[src/rtl/common.sv]
// Shared RV32I decode types: opcodes, ALU operations, immediate formats, control bundle.
package common;

  localparam int unsigned REGISTER_FILE_SIZE = 32;

  typedef enum logic [6:0] {
    OPC_LOAD   = 7'b0000011,
    OPC_OP_IMM = 7'b0010011,
    OPC_AUIPC  = 7'b0010111,
    OPC_STORE  = 7'b0100011,
    OPC_OP     = 7'b0110011,
    OPC_LUI    = 7'b0110111,
    OPC_BRANCH = 7'b1100011,
    OPC_JALR   = 7'b1100111,
    OPC_JAL    = 7'b1101111
  } opcode_t;

  typedef enum logic [3:0] {
    ALU_ADD  = 4'd0,
    ALU_SUB  = 4'd1,
    ALU_SLL  = 4'd2,
    ALU_SLT  = 4'd3,
    ALU_SLTU = 4'd4,
    ALU_XOR  = 4'd5,
    ALU_SRL  = 4'd6,
    ALU_SRA  = 4'd7,
    ALU_OR   = 4'd8,
    ALU_AND  = 4'd9,
    ALU_LUI  = 4'd10
  } alu_op_t;

  typedef enum logic [2:0] {
    IMM_I    = 3'd0,
    IMM_S    = 3'd1,
    IMM_B    = 3'd2,
    IMM_U    = 3'd3,
    IMM_J    = 3'd4,
    IMM_NONE = 3'd5
  } imm_fmt_t;

  typedef struct packed {
    alu_op_t alu_op;
    logic    alu_src;
    logic    mem_read;
    logic    mem_write;
    logic    reg_write;
    logic    branch;
    logic    jump;
    logic    illegal;
  } ctrl_t;

  // alt selects SUB/SRA; callers gate it so OP-IMM only honours it for shifts
  function automatic alu_op_t alu_of(input logic [2:0] funct3, input logic alt);
    case (funct3)
      3'b000:  alu_of = alt ? ALU_SUB : ALU_ADD;
      3'b001:  alu_of = ALU_SLL;
      3'b010:  alu_of = ALU_SLT;
      3'b011:  alu_of = ALU_SLTU;
      3'b100:  alu_of = ALU_XOR;
      3'b101:  alu_of = alt ? ALU_SRA : ALU_SRL;
      3'b110:  alu_of = ALU_OR;
      default: alu_of = ALU_AND;
    endcase
  endfunction

endpackage

[src/rtl/imm_gen.sv]
// RV32I immediate generator; opcode bits are not needed, so only instr[31:7] enters.
module imm_gen
  import common::*;
(
  input  logic [31:7] instr,
  input  imm_fmt_t    fmt,
  output logic [31:0] imm
);

  always_comb begin
    imm = '0;
    case (fmt)
      IMM_I:   imm = {{20{instr[31]}}, instr[31:20]};
      IMM_S:   imm = {{20{instr[31]}}, instr[31:25], instr[11:7]};
      IMM_B:   imm = {{19{instr[31]}}, instr[31], instr[7], instr[30:25], instr[11:8], 1'b0};
      IMM_U:   imm = {instr[31:12], 12'b0};
      IMM_J:   imm = {{11{instr[31]}}, instr[31], instr[19:12], instr[20], instr[30:21], 1'b0};
      default: imm = '0;
    endcase
  end

endmodule

[src/rtl/decode_stage.sv]
// RV32I decode stage with load-use hazard detection and ID/EX register.
// Optional stall counter port enabled by DECODE_STALL_COUNT_EN.
module decode_stage
  import common::*;
#(
  parameter int unsigned XLEN     = 32,
  parameter int unsigned REG_ID_W = 5
) (
  input  logic                clk,
  input  logic                reset,
  input  logic                if_valid,
  input  logic [XLEN-1:0]     if_instr,
  input  logic [XLEN-1:0]     if_pc,
  output logic                id_ready,
  input  logic                flush,
  output logic [REG_ID_W-1:0] rf_read1_id,
  output logic [REG_ID_W-1:0] rf_read2_id,
  input  logic [XLEN-1:0]     rf_read1_data,
  input  logic [XLEN-1:0]     rf_read2_data,
  input  logic                ex_mem_read,
  input  logic [REG_ID_W-1:0] ex_rd,
  input  logic                ex_ready,
  output logic                id_ex_valid,
  output logic [XLEN-1:0]     id_ex_pc,
  output logic [XLEN-1:0]     id_ex_rs1_data,
  output logic [XLEN-1:0]     id_ex_rs2_data,
  output logic [XLEN-1:0]     id_ex_imm,
  output logic [REG_ID_W-1:0] id_ex_rd,
  output ctrl_t               id_ex_ctrl
`ifdef DECODE_STALL_COUNT_EN
  ,
  output logic [31:0]         stall_count
`endif
);

  if (XLEN != 32 || (2 ** REG_ID_W) != REGISTER_FILE_SIZE) begin : g_param_check
    $error("decode_stage: only XLEN=32 with a matching REG_ID_W is supported");
  end

  logic [6:0]          opcode;
  logic [2:0]          funct3;
  ctrl_t               ctrl;
  imm_fmt_t            fmt;
  logic                rs1_used;
  logic                rs2_used;
  logic [XLEN-1:0]     imm;
  logic [REG_ID_W-1:0] rd_eff;
  logic                hazard;
  logic                advance;

  assign opcode      = if_instr[6:0];
  assign funct3      = if_instr[14:12];
  assign rf_read1_id = if_instr[19:15];
  assign rf_read2_id = if_instr[24:20];

  imm_gen u_imm_gen (
    .instr (if_instr[31:7]),
    .fmt   (fmt),
    .imm   (imm)
  );

  // Control decode; unknown opcodes flow downstream as illegal with no side effects
  always_comb begin
    ctrl     = '0;
    fmt      = IMM_NONE;
    rs1_used = 1'b0;
    rs2_used = 1'b0;
    case (opcode)
      OPC_OP: begin
        ctrl.alu_op    = alu_of(funct3, if_instr[30]);
        ctrl.reg_write = 1'b1;
        rs1_used       = 1'b1;
        rs2_used       = 1'b1;
      end
      OPC_OP_IMM: begin
        ctrl.alu_op    = alu_of(funct3, (funct3 == 3'b101) & if_instr[30]);
        ctrl.alu_src   = 1'b1;
        ctrl.reg_write = 1'b1;
        fmt            = IMM_I;
        rs1_used       = 1'b1;
      end
      OPC_LOAD: begin
        ctrl.alu_src   = 1'b1;
        ctrl.mem_read  = 1'b1;
        ctrl.reg_write = 1'b1;
        fmt            = IMM_I;
        rs1_used       = 1'b1;
      end
      OPC_STORE: begin
        ctrl.alu_src   = 1'b1;
        ctrl.mem_write = 1'b1;
        fmt            = IMM_S;
        rs1_used       = 1'b1;
        rs2_used       = 1'b1;
      end
      OPC_BRANCH: begin
        ctrl.alu_op = ALU_SUB;
        ctrl.branch = 1'b1;
        fmt         = IMM_B;
        rs1_used    = 1'b1;
        rs2_used    = 1'b1;
      end
      OPC_LUI: begin
        ctrl.alu_op    = ALU_LUI;
        ctrl.alu_src   = 1'b1;
        ctrl.reg_write = 1'b1;
        fmt            = IMM_U;
      end
      OPC_AUIPC: begin
        ctrl.alu_src   = 1'b1;
        ctrl.reg_write = 1'b1;
        fmt            = IMM_U;
      end
      OPC_JAL: begin
        ctrl.alu_src   = 1'b1;
        ctrl.reg_write = 1'b1;
        ctrl.jump      = 1'b1;
        fmt            = IMM_J;
      end
      OPC_JALR: begin
        ctrl.alu_src   = 1'b1;
        ctrl.reg_write = 1'b1;
        ctrl.jump      = 1'b1;
        fmt            = IMM_I;
        rs1_used       = 1'b1;
      end
      default: ctrl.illegal = 1'b1;
    endcase
  end

  assign rd_eff  = ctrl.reg_write ? if_instr[11:7] : '0;
  assign hazard  = if_valid & ex_mem_read & (ex_rd != '0) &
                   ((rs1_used & (ex_rd == rf_read1_id)) | (rs2_used & (ex_rd == rf_read2_id)));
  assign advance = ~id_ex_valid | ex_ready;
  assign id_ready = flush | (advance & ~hazard);

  // ID/EX register: reset > flush > hold > bubble > load
  always_ff @(posedge clk) begin
    if (reset || flush || (advance && hazard)) begin
      id_ex_valid    <= 1'b0;
      id_ex_pc       <= '0;
      id_ex_rs1_data <= '0;
      id_ex_rs2_data <= '0;
      id_ex_imm      <= '0;
      id_ex_rd       <= '0;
      id_ex_ctrl     <= '0;
    end else if (advance) begin
      id_ex_valid    <= if_valid;
      id_ex_pc       <= if_pc;
      id_ex_rs1_data <= rf_read1_data;
      id_ex_rs2_data <= rf_read2_data;
      id_ex_imm      <= imm;
      id_ex_rd       <= rd_eff;
      id_ex_ctrl     <= ctrl;
    end
  end

`ifdef DECODE_STALL_COUNT_EN
  always_ff @(posedge clk) begin
    if (reset) begin
      stall_count <= '0;
    end else if (hazard && advance && !flush) begin
      stall_count <= stall_count + 32'd1;
    end
  end
`endif

endmodule

[config.mk]
export PLATFORM = sky130hd
export DESIGN_NAME = decode_stage
export DESIGN_NICKNAME = d
export VERILOG_FILES = /design/src/rtl/common.sv /design/src/rtl/imm_gen.sv /design/src/rtl/decode_stage.sv
export SDC_FILE = /design/constraint.sdc
export NUM_CORES = 1
export LEC_CHECK = 0
export CAP_MARGIN = 10
export CORE_MARGIN = 5
export CORE_UTILIZATION = 43
export DETAILED_ROUTE_END_ITERATION = 10
export GPL_TIMING_DRIVEN = 0
export PLACE_DENSITY_LB_ADDON = 0.2
export SYNTH_ARGS = -nofsm -noshare
export SYNTH_HDL_FRONTEND = slang
export SYNTH_SLANG_ARGS = --single-unit
[constraint.sdc]
create_clock -name clk -period 3.7 [get_ports clk]
set_input_delay 0.37 -clock clk [delete_from_list [all_inputs] [get_ports clk]]
set_output_delay 0.37 -clock clk [all_outputs]
set_load 0.01 [all_outputs]
==> run metrics, run 1 <==
clock-pin transition on the worst setup and hold timing paths=60 ps; Max-Cap Viols=0; hold_buf cts=0; number of I/O pins=295; Post-synth EDFFs=0; Detailed Place HPWL=15900 um; Worst setup SP type=input port; area share of the largest cell type after synthesis=49.2%; diodes inserted=0; H-tree depth=4; unrepaired setup endpoints after global routing=false; die extent in y=127 um; max_slew headroom=46.5%; Max Fanout on Critical Path=10; vias in the first global route=6032; cts bufs inserted=17; WL/cell=17.1 um; Hold WS=374 ps; Worst Tran Pin Value=802 ps; Fillers=1131; CP arrival=3170 ps; post-synthesis sequential area ratio=49.2%; most common cell after layout, fill and taps aside=clkdlybuf4s50_1; Fmax=283 MHz; initial DRC count=323; Final ANT Viol Nets=0; CTS max path bufs=2; drt drc=0; final worst slack=160 ps; Leakage=3.53 nW; CTS resizes=0; final WL=20800 um; die area=16200 um2; first-pass GRT wire length=31600 um; yosys warns=0; CTS Sinks=145; Mapped Cells=723; Netlist Area Pre-Place=5900 um2; die span in x=127 um; largest net degree at the start of global routing=17; Tot GR Track Use=24.8%; drt pass-1 iters=5; global route overflow=0; Hold WC Path Type=input port to flop; CP Capture Type=output pin; Final period util=95.7%; top cells by area, synth=dfxtp_1 49%, nand2_1 15%, a21oi_2 7.4%; initial antenna violation count=0; fraction of registers with async set/reset=0%; status=finished clean; Peak VDD IR=0.329 mV; count of final setup violators=0; Core Footprint=13300 um2; commonest non-fill, non-tap cells in the layout=292 x clkdlybuf4s50_1, 237 x nand2_1, 145 x dfxtp_1, 77 x a21oi_1, 50 x a21oi_2; gpl congestion=0.876; row cnt=42; Mapped Nets=862; top_reg_cell synth=dfxtp_1; post-synth cell types=46; dpl ws=204 ps; Layout area overhead=62.4%; Power Density=390 nW/um2; setup TNS=0 ps; nets=1173; number of synthesized register bits=145; CP required=3330 ps; quantity of I/O buffers inserted on ports=292; clock skew=5.50 ps; Yosys top cell by area=dfxtp_1; DR vias=6105; worst-skew pair later-pin latency=410 ps; pins over their slew limit=0; Initial Util=44.2%; Storage cell area=2900 um2; CTS tree=yes; Final Core Density=71.8%; clk root buf=clkbuf_16; Post-CTS Repair Setup Buffers=0; Final min period=3540 ps; Crit Path Class=input port to output pin; layout cells sized above 1=10.6%; Via density=5.00; Avg Inst Size Synth=8.16 um2; area occupied by multi-input gates=2640 um2; total power=3.74 mW; final hold vios=0
[metrics by stage]
step | cell area [um2] | std cells
floorplan | 5900 | 723
global placement | 9040 | 1191
detailed placement | 9040 | 1191
CTS | 9590 | 1220
global route | 9590 | 1220
finish | 9590 | 1220
[path summary, 6_finish.rpt]
path                              startpoint       endpoint  cells after the start  slack, ps
worst max register to register   id_ex_valid  id_ex_imm[16]                      6       1280
worst min-delay path             if_instr[6]  id_ex_ctrl[5]                      4        370
worst min register to register  id_ex_pc[10]   id_ex_pc[10]                      2        450
worst max-delay path                ex_ready       id_ready                      8        160
[per-layer routing]
metal	GRT usage, %	part of all wire [%]
met5	0	0
met4	8.83	2.5
met3	8.56	8.7
met2	41.6	48
met1	29.6	41
[sequential cells by signal, summed over array words and instances, names as in the netlist]
name and flops:
id_ex_ctrl 11, id_ex_imm 32, id_ex_pc 32, id_ex_rd 5, id_ex_rs1_data 32, id_ex_rs2_data 32, id_ex_valid 1
[synth_stat cells (3+ instances only)]
cell type    n
nand2_1    237
dfxtp_1    145
a21oi_1     77
a21oi_2     50
clkbuf_1    34
nand3_1     27
nor2_1      20
buf_2       14
a31oi_1     13
buf_4       12
o21ai_0     11
xor2_1      10
and2_1       8
buf_6        6
nor3_1       6
a22oi_1      5
a211oi_1     4
a22o_1       4
mux2i_1      3
nand4_1      3
nor2b_1      3
or3_1        3
[layout make-up]
class | count | share of cell area, %
repair buffers | 292 | 30.5
clock inverters | 7 | 0.914
multi-input cells | 510 | 27.5
flip-flops and latches | 145 | 30.3
well taps | 176 | 2.30
clock buffers | 22 | 4.74
plain buffers | 66 | 3.71
inverters | 2 | 0.0783
[cells by family after synthesis]
| logic type | synth area share (%) |
|---|---|
| and+or+nand+nor | 22.6 |
| AOI/OAI and AO/OA | 19.9 |
| muxes | 0.700 |
| xor gates and xnor gates | 1.48 |
| buffers and inverters | 6.15 |
| DFF | 49.2 |
[power by group]
group	leakage (nW)	switching, mW	internal (mW)	total, mW
registers	1.18	0.0227	1.61	1.63
logic	2.09	0.218	0.283	0.501
clock network	0.265	0.611	0.993	1.60
total	3.53	0.852	2.89	3.74
[worst max-delay path, cell delays in order]
cell	delay (ps)
clkdlybuf4s50_1	480
nand2b_1	100
clkbuf_1	290
clkbuf_1	660
clkbuf_1	470
nor2_1	70
a31oi_1	150
clkdlybuf4s50_1	570
No activity file was read; power rests on OpenSTA's default activity.
==> inputs of run 2 (changes only) <==
--- a/config.mk
+++ b/config.mk
@@ -6,11 +6,12 @@
 export NUM_CORES = 1
 export LEC_CHECK = 0
 export CAP_MARGIN = 10
-export CORE_MARGIN = 5
+export CORE_MARGIN = 3
 export CORE_UTILIZATION = 43
 export DETAILED_ROUTE_END_ITERATION = 10
 export GPL_TIMING_DRIVEN = 0
 export PLACE_DENSITY_LB_ADDON = 0.2
+export SLEW_MARGIN = 20
 export SYNTH_ARGS = -nofsm -noshare
 export SYNTH_HDL_FRONTEND = slang
 export SYNTH_SLANG_ARGS = --single-unit
==> run 2 against run 1 <==
Effect of this change:
- flip-flop and latch count stayed put
- sequential power hardly changed
- maximum frequency is 6.1% higher
- worst hold slack better by 21 ps
- final area is 0.76% higher
- non-clock buffer count stayed put
- combinational power hardly changed
- critical path depth stayed put
- utilization is 0.54 points higher
- die area is 6.2% lower
- first-iteration DRC count is 5.6% lower
- critical endpoint unchanged
==> run metrics, run 2 (synthesis results as in run 1) <==
status=finished clean; clock-pin transition on the worst setup and hold timing paths=50 ps; clock skew=4.62 ps; Post-Place Cells=1191; Peak VDD IR=0.377 mV; H-tree depth=4; die extent in y=123 um; Hold WS=396 ps; drt drc=0; Initial Util=44.2%; CTS max path bufs=2; final std cells w/o fill=1223; die span in x=123 um; Top Family by Delay on Critical Path=buffers and inverters; drt pass-1 iters=7; Core Footprint=13300 um2; unrepaired setup endpoints after global routing=false; initial DRC count=305; commonest non-fill, non-tap cells in the layout=292 x clkdlybuf4s50_1, 237 x nand2_1, 145 x dfxtp_1, 77 x a21oi_1, 50 x a21oi_2; CP cell instances=clkdlybuf4s50_1, nand2b_1, clkbuf_1, clkbuf_2, clkbuf_1, nor2_1, a31oi_1, clkdlybuf4s50_1; Worst Path Buf+Inv=5; Via density=5.05; Post-CTS Repair Setup Buffers=0; DR vias=6176; CTS tree=yes; setup TNS=0 ps; quantity of I/O buffers inserted on ports=292; DP Area=9040 um2; Leakage=3.57 nW; worst-skew pair later-pin latency=420 ps; Worst Tran Pin Value=745 ps; Final period util=90.2%; Final min period=3340 ps; gpl congestion=0.821; CTS Sinks=145; number of I/O pins=295; layout cells sized above 1=11.0%; max_slew headroom=49.9%; final hold vios=0; worst r2r src=id_ex_valid; WL/cell=16.5 um; clk root buf=clkbuf_16; vias in the first global route=5899; global route overflow=0; CP arrival=2970 ps; Final ANT Viol Nets=0; Crit Path Class=input port to output pin; first-pass GRT wire length=30500 um; Tot GR Track Use=26.1%; CP required=3330 ps; nets=1173; diodes inserted=0; Detailed Place HPWL=15200 um; Finished Cell Area=9660 um2; cts bufs inserted=17; Max-Cap Viols=0; Max Fanout on Critical Path=10; initial antenna violation count=0; pins over their slew limit=0; total power=3.92 mW; most common cell after layout, fill and taps aside=clkdlybuf4s50_1; final WL=20200 um; row cnt=42; Layout area overhead=63.7%; count of final setup violators=0; Crit. Startpoint=ex_ready; CP peak stage delay=570 ps; Worst path slowest cell=clkdlybuf4s50_1; Fmax=300 MHz; largest net degree at the start of global routing=17; Hold Crit Start=if_instr[14]; die area=15200 um2; Power Density=406 nW/um2; Worst setup SP type=input port; Hold WC Path Type=input port to flop; CP Capture Type=output pin
run 2: layer usage:
metal | global-route usage, % | wire length, um
met1 | 31.6 | 7870
met3 | 9.88 | 2180
met4 | 9.48 | 444
met2 | 42.3 | 9690
met5 | 0 | 0
run 2: timing repair:
action                     in CTS  in global routing
hold buffers                    0                  0
setup endpoints to repair       0                  1
gates resized for setup         0                  3
run 2: through the flow:
stage / setup slack (ps) / util [%]
after floorplan: 1840 / -
after global placement: 218 / 67.8
after detailed placement: 195 / 67.8
after CTS: 179 / 72.4
after global routing: 142 / 72.4
final: 364 / 72.4
run 2: path summary, 6_finish.rpt:
kind | slack [ps] | cells after the start | endpoint
hold / removal | 400 | 3 | id_ex_ctrl[10]
setup / recovery | 360 | 8 | id_ready
hold reg to reg | 450 | 2 | id_ex_pc[5]
setup reg to reg | 1390 | 6 | id_ex_rs2_data[25]
run 2: worst min-delay path: stages:
cell and delay [ps]:
clkbuf_1 160, nand4_1 150, a211oi_1 80
run 2: layout make-up:
class                      count  area [um2]
clock inverter                10         159
fill                        1065        3690
timing repair buffer         292        2920
clock buffer                  22         454
multi-input combinational    510        2640
sequential                   145        2900
inverter                       2        7.51
tap                          176         220
buffer                        66         357
run 2: power breakdown:
group          switching (mW)  internal, mW  leakage [nW]
sequential             0.0231          1.61          1.18
combinational           0.216         0.283          2.09
clock                   0.647          1.14         0.294
total                   0.887          3.04          3.57
==> inputs of run 3 (changes only) <==
--- a/config.mk
+++ b/config.mk
@@ -5,7 +5,6 @@
 export SDC_FILE = /design/constraint.sdc
 export NUM_CORES = 1
 export LEC_CHECK = 0
-export CAP_MARGIN = 10
 export CORE_MARGIN = 3
 export CORE_UTILIZATION = 43
 export DETAILED_ROUTE_END_ITERATION = 10
==> results of run 3 <==
The final DEF is identical to that of run 2; final timing and power are the same.
